`config.mk`:
```
export PLATFORM = sky130hd
export DESIGN_NAME = irq_ctrl
export DESIGN_NICKNAME = d
export VERILOG_FILES = /design/src/rtl/irq_ctrl_pkg.sv /design/src/rtl/irq_prio_enc.sv /design/src/rtl/irq_ctrl.sv
export SDC_FILE = /design/constraint.sdc
export NUM_CORES = 1
export LEC_CHECK = 0
export BUFFER_PORTS_ARGS = -buffer_cell sky130_fd_sc_hd__buf_2
export CORE_MARGIN = 1.5
export CORE_UTILIZATION = 43
export DETAILED_ROUTE_END_ITERATION = 8
export PLACE_DENSITY = 0.73
export SLEW_MARGIN = 0
export SYNTH_ARGS = -nofsm -noshare
export SYNTH_HDL_FRONTEND = slang
export SYNTH_SLANG_ARGS = --single-unit
```
`constraint.sdc`:
```
create_clock -name clk -period 1.45 [get_ports clk]
set_input_delay 0.29 -clock clk [delete_from_list [all_inputs] [get_ports clk]]
set_output_delay 0.29 -clock clk [all_outputs]
set_load 0.02 [all_outputs]
```
`src/rtl/irq_ctrl_pkg.sv`:
```
// Shared constants and types for the interrupt controller.
package irq_ctrl_pkg;

  // Default number of interrupt sources, wired to CP0 HWInt[7:2].
  localparam int N_SRC_DEF = 6;

  // Width of a source index; covers up to 8 sources.
  localparam int SEL_W = 3;

  // Register word offsets (bridge byte address [3:2]).
  localparam logic [1:0] ADDR_MASK = 2'd0;
  localparam logic [1:0] ADDR_EDGE = 2'd1;
  localparam logic [1:0] ADDR_PEND = 2'd2;
  localparam logic [1:0] ADDR_STAT = 2'd3;

  // STAT register layout.
  localparam int STAT_IDX_LSB  = 0;
  localparam int STAT_BUSY_BIT = 8;

  // Request handshake states.
  typedef enum logic [1:0] {
    ST_IDLE = 2'd0,
    ST_REQ  = 2'd1,
    ST_SERV = 2'd2
  } state_e;

endpackage

```
`src/rtl/irq_prio_enc.sv`:
```
// Fixed-priority encoder: lowest set index wins (bit 0 highest priority).
module irq_prio_enc
  import irq_ctrl_pkg::*;
#(
  parameter int N = N_SRC_DEF
) (
  input  logic [N-1:0]     req_i,
  output logic [SEL_W-1:0] idx_o,
  output logic             vld_o
);

  // Scan from the top down so the lowest asserted index is the last one written.
  always_comb begin
    idx_o = '0;
    vld_o = 1'b0;
    for (int i = N - 1; i >= 0; i--) begin
      if (req_i[i]) begin
        idx_o = SEL_W'(i);
        vld_o = 1'b1;
      end
    end
  end

endmodule

```
`src/rtl/irq_ctrl.sv`:
```
// Interrupt controller: per-source mask and edge/level capture, fixed-priority
// selection, and a REQ/ack/EOI handshake that drives a one-hot CP0 request.
module irq_ctrl
  import irq_ctrl_pkg::*;
#(
  parameter int N_SRC = N_SRC_DEF
) (
  input  logic             clk,
  input  logic             rst,
  input  logic [N_SRC-1:0] src_irq,
  input  logic [1:0]       addr,
  input  logic             we,
  input  logic [31:0]      wdata,
  output logic [31:0]      rdata,
  input  logic             int_ack,
  output logic [N_SRC-1:0] hw_int
);

  logic [N_SRC-1:0] mask_q, edge_q, pend_q, prev_q, pend_d;
  logic [N_SRC-1:0] rise, w1c, ack_clr, sel_oh, sel_oh_d, hw_int_q, hw_int_d;
  logic [SEL_W-1:0] sel_q, sel_d, insvc_q, insvc_d, enc_idx;
  logic             enc_vld, sel_live;
  logic             wr_mask, wr_edge, wr_pend, wr_eoi;
  state_e           state_q, state_d;
  logic             unused_wdata;

  assign wr_mask = we && (addr == ADDR_MASK);
  assign wr_edge = we && (addr == ADDR_EDGE);
  assign wr_pend = we && (addr == ADDR_PEND);
  assign wr_eoi  = we && (addr == ADDR_STAT);

  // Write data above the implemented sources is intentionally dropped.
  assign unused_wdata = ^wdata[31:N_SRC];

  assign rise     = src_irq & ~prev_q;
  assign w1c      = wr_pend ? wdata[N_SRC-1:0] : '0;
  assign sel_oh   = N_SRC'(1) << sel_q;
  assign ack_clr  = ((state_q == ST_REQ) && int_ack) ? sel_oh : '0;
  assign sel_live = |(pend_q & mask_q & sel_oh);

  // Edge bits: clear by W1C or ack, then a new rising edge overrides the clear.
  // Level bits: simply follow the sampled line.
  assign pend_d = (edge_q & ((pend_q & ~w1c & ~ack_clr) | rise)) |
                  (~edge_q & src_irq);

  irq_prio_enc #(.N(N_SRC)) u_prio (
    .req_i (pend_q & mask_q),
    .idx_o (enc_idx),
    .vld_o (enc_vld)
  );

  // Next-state logic for the request handshake; sel only moves when leaving IDLE.
  always_comb begin
    state_d = state_q;
    sel_d   = sel_q;
    insvc_d = insvc_q;
    case (state_q)
      ST_IDLE: begin
        if (enc_vld) begin
          sel_d   = enc_idx;
          state_d = ST_REQ;
        end
      end
      ST_REQ: begin
        if (int_ack) begin
          insvc_d = sel_q;
          state_d = ST_SERV;
        end else if (!sel_live) begin
          state_d = ST_IDLE;
        end
      end
      ST_SERV: begin
        if (wr_eoi) begin
          insvc_d = '0;
          state_d = ST_IDLE;
        end
      end
      default: state_d = ST_IDLE;
    endcase
  end

  assign sel_oh_d = N_SRC'(1) << sel_d;
  assign hw_int_d = (state_d == ST_REQ) ? sel_oh_d : '0;

  // Source sampling and software-visible register state.
  always_ff @(posedge clk or negedge rst) begin
    if (!rst) begin
      mask_q <= '0;
      edge_q <= '0;
      pend_q <= '0;
      prev_q <= '0;
    end else begin
      if (wr_mask) mask_q <= wdata[N_SRC-1:0];
      if (wr_edge) edge_q <= wdata[N_SRC-1:0];
      pend_q <= pend_d;
      prev_q <= src_irq;
    end
  end

  // Handshake state and the registered CP0 request line.
  always_ff @(posedge clk or negedge rst) begin
    if (!rst) begin
      state_q  <= ST_IDLE;
      sel_q    <= '0;
      insvc_q  <= '0;
      hw_int_q <= '0;
    end else begin
      state_q  <= state_d;
      sel_q    <= sel_d;
      insvc_q  <= insvc_d;
      hw_int_q <= hw_int_d;
    end
  end

  assign hw_int = hw_int_q;

  // Register read mux; unimplemented bits read as zero.
  always_comb begin
    rdata = '0;
    case (addr)
      ADDR_MASK: rdata[N_SRC-1:0] = mask_q;
      ADDR_EDGE: rdata[N_SRC-1:0] = edge_q;
      ADDR_PEND: rdata[N_SRC-1:0] = pend_q;
      ADDR_STAT: begin
        rdata[STAT_IDX_LSB +: SEL_W] = insvc_q;
        rdata[STAT_BUSY_BIT]         = (state_q == ST_SERV);
      end
      default: rdata = '0;
    endcase
  end

endmodule

```
==> run_results.csv <==
group,metric,value,unit
synthesis,synth.cell_area,2020,sq um
synthesis,yosys.cell_types.count,38,
critical_path,reg2reg_slack,-90,ps
global_route,use_met1,24.0,%
floorplan,die_h,71.5,microns
clocking,clk_path_buf_depth,2,
synthesis,syn_inst,185,
synthesis,avgSynthCellArea,10.9,sq um
critical_path,arrival,1390,ps
critical_path,start_kind,"register",
finish,cell_count_final_fillers_out,312,
global_route,gr-usage-met2,31.9,%
critical_path,worst-setup-path-type,"reg2out",
sta,unrepaired_setup_endpoints_after_global_routing,"true",
sta,max_freq,594,MHz
critical_path,worst-path-max-fanout,2,
global_route,overflow,0,
sta,setup_tns,-935,ps
floorplan,placement_rows,24,
synthesis,synth_largest_area_cell,"sky130_fd_sc_hd__dfrtp_1",
finish,design_area,2640,sq um
sta,worst_slack,-235,ps
routing,remaining_drc_errors,0,
placed_design,number_of_port_buffers,30,
run,max-cap-violations,0,
clocking,cts_buffers,5,
global_route,grtUsageMet3,4.64,%
clocking,number_of_clock_sinks,38,
power_and_ir_drop,total_leakage_power,1.30,nW
routing,vias_per_cell,5.26,
sta,final-max-slew-violation-count,0,
critical_path,worst_r2r_path_depth,5,
placed_design,hpwlAfterDp,3270,microns
critical_path,crit-reg2reg-launch,"pend_q[5]$_DFF_PN0_",
synthesis,most_frequently_used_flop_master_after_synthesis,"sky130_fd_sc_hd__dfrtp_1",
sta,setup_viol,9,
power_and_ir_drop,vdd_ir_drop_max,0.817,mV
synthesis,number_of_register_bits_inferred_by_synthesis,38,
floorplan,core_region_area,4440,sq um
critical_path,crit_path_end_kind,"output pin",
clocking,cts_hold_buf,0,
placed_design,place.gp.congestion,0.900,
clocking,htreeDepth,2,
global_route,initial_antenna_violation_count,0,
finish,final_nets,303,
routing,drt_pre_antenna_iters,6,
clocking,cts.root.buffer_cell,"sky130_fd_sc_hd__clkbuf_8",
finish,syn_to_final_growth,30.8,%
critical_path,worst_ep_required_time,1160,ps
global_route,pin_count_of_the_biggest_net_entering_global_routing,39,
finish,fill_cells,380,
routing,finalWirelength,4630,microns
run_status,violations,"negative setup slack",
critical_path,cp.buffers_inverters,2,
floorplan,die-width,71.5,microns
critical_path,cp_cell_sequence,"buf_6, mux4_2, buf_6",
critical_path,critical_path.slowest_cell,"sky130_fd_sc_hd__mux4_2",
synthesis,asyncSetResetFlopFracSynth,100,%
global_route,gr_busiest_metal,"met2",
routing,route.vias.total,1640,
critical_path,r2r_end,"hw_int[1]$_DFF_PN0_",
sta,final.period_utilization,116,%
synthesis,yosysWarningCount,0,
critical_path,kind_of_cell_with_the_highest_combined_delay_on_the_critical_path,"multiplexers",
global_route,globalRouteTotalUtil,19.1,%
synthesis,synth_top_area_share,47.1,%
synthesis,synth-seq-area-share,47.1,%
routing,routed_wire_length_per_instance,14.8,microns
clocking,cts_tree,"done",
finish,drive_gt1_share,45.4,%
critical_path,max_stage_delay,450,ps
placed_design,placedCellCount,293,
placed_design,dpl_cell_area,2350,sq um
power_and_ir_drop,power.density_cell_area,1600,nW/um^2
worst_hold_path,hold_path_class,"in2async",
critical_path,crit_top_cell,"sky130_fd_sc_hd__buf_6",
sta,min_period,1680,ps
power_and_ir_drop,total_power,4.22,mW
floorplan,design.die.area,5120,sq um
run_status,status,"complete, but fails checks",
clocking,insertion_delay,290,ps
floorplan,initial_core_util,45.4,%
floorplan,i_o_pin_count,82,
sta,timing.final.hold_violations,0,
finish,n_antenna_cell,0,
routing,drt_first_iter_violations,86,
finish,commonest_non_fill_non_tap_cell_in_the_layout,"sky130_fd_sc_hd__buf_4",
routing,drtAntennaViolNets,0,
synthesis,synth_edf_count,0,
global_route,number_of_global_route_vias_before_repair,1582,
finish,most-common-layout-cells,"sky130_fd_sc_hd__buf_4 (41), sky130_fd_sc_hd__dfrtp_1 (38), sky130_fd_sc_hd__conb_1 (25), sky130_fd_sc_hd__buf_2 (25), sky130_fd_sc_hd__nand2_1 (23)",
synthesis,post_synth_main_area_contributors,"sky130_fd_sc_hd__dfrtp_1 (47%), sky130_fd_sc_hd__buf_4 (9.3%), sky130_fd_sc_hd__mux2_2 (7.2%)",
clocking,clk_transition_reported_paths,70,ps
sta,final.setup_skew,5.94,ps
global_route,grt_pass1_wl,7510,microns
[synthesized netlist by cell type (2+ instances only)]
library cell / number
sky130_fd_sc_hd__mux2i_1: 3
sky130_fd_sc_hd__o21ai_0: 9
sky130_fd_sc_hd__nor2_1: 5
sky130_fd_sc_hd__nor3b_2: 2
sky130_fd_sc_hd__a32o_1: 2
sky130_fd_sc_hd__a221oi_1: 6
sky130_fd_sc_hd__buf_4: 25
sky130_fd_sc_hd__mux2_2: 13
sky130_fd_sc_hd__nand3b_1: 2
sky130_fd_sc_hd__a21oi_1: 5
sky130_fd_sc_hd__nor2b_1: 5
sky130_fd_sc_hd__buf_2: 2
sky130_fd_sc_hd__and2_1: 2
sky130_fd_sc_hd__a22oi_1: 3
sky130_fd_sc_hd__a21o_1: 8
sky130_fd_sc_hd__inv_1: 2
sky130_fd_sc_hd__nand3_1: 2
sky130_fd_sc_hd__nand2_1: 25
sky130_fd_sc_hd__dfrtp_1: 38
sky130_fd_sc_hd__clkbuf_1: 3
sky130_fd_sc_hd__a22o_1: 4
sky130_fd_sc_hd__mux4_2: 3
[routing by layer]
metal	vias to the layer above	routed length [microns]
li1	763	-
met1	808	2030
met5	-	0
met4	0	87
met3	9	260
met2	60	2250
[what timing repair did]
item	in CTS	in global routing
setup endpoints to repair	13	18
gates resized for setup	18	17
buffers inserted	9	2
pin swaps	1	6
[how the worst max path moves through the flow]
stage	from	endpoint	slack, ps	cells past startpoint
after floorplan	sel_q[2]$_DFF_PN0_	hw_int[1]$_DFF_PN0_	30	5
after global placement	mask_q[0]$_DFFE_PN0P_	hw_int[1]$_DFF_PN0_	-20	5
after detailed placement	pend_q[5]$_DFF_PN0_	hw_int[1]$_DFF_PN0_	-90	5
after CTS	pend_q[1]$_DFF_PN0_	rdata[1]	-250	3
after global routing	pend_q[1]$_DFF_PN0_	rdata[1]	-270	3
final	pend_q[1]$_DFF_PN0_	rdata[1]	-230	3
[layout make-up]
class	instances	area, sq um	area share [%]
tap	52	65.1	2.46
clock buffer	7	86.3	3.27
clock inverter	1	5.00	0.189
inverter	2	7.51	0.284
sequential	38	951	36.0
multi-input combinational	139	1010	38.4
timing repair buffer	73	512	19.4
[worst register-to-register path, delay by kind of cell, from the launching register on]
kind | cells | cell delay [ps]
muxes | 1 | 470
and+or+nand+nor | 1 | 100
DFF | 1 | 410
AOI/OAI and AO/OA | 3 | 470
[state kept, by name (all words and copies together) (netlist names)]
| name | count |
|---|---|
| edge_q | 6 |
| hw_int | 6 |
| mask_q | 6 |
| pend_q | 6 |
| prev_q | 6 |
| insvc_q | 3 |
| sel_q | 3 |
| state_q | 2 |
[power by group]
part / internal (mW) / switching (mW) / total, mW / leakage (nW)
Clock: 0.383 / 0.363 / 0.747 / 0.0482
Sequential: 1.31 / 0.221 / 1.53 / 0.466
Combinational: 0.958 / 0.985 / 1.94 / 0.787
Total: 2.65 / 1.57 / 4.22 / 1.30
[cell families (layout without fill, tap and decap cells)]
| logic type | after synthesis | count (layout) | synth area share, % |
|---|---|---|---|
| AO/OA/AOI/OAI | 45 | 45 | 16.4 |
| buffers and inverters | 32 | 83 | 10.7 |
| flip-flops | 38 | 38 | 47.1 |
| multiplexers | 20 | 20 | 13.4 |
| other | 1 | 25 | 0.186 |
| AND/OR/NAND/NOR | 49 | 49 | 12.3 |
[through the flow]
step	setup slack [ps]	utilization (%)	hold WS, ps
after global placement	-24.8	52.9	368
after detailed placement	-85.3	52.9	366
after CTS	-245	57.5	48.0
after floorplan	34.3	-	-5.59
after global routing	-273	59.4	74.3
final	-235	59.4	34.5
Note: power is estimated with default switching activity, not from simulation.
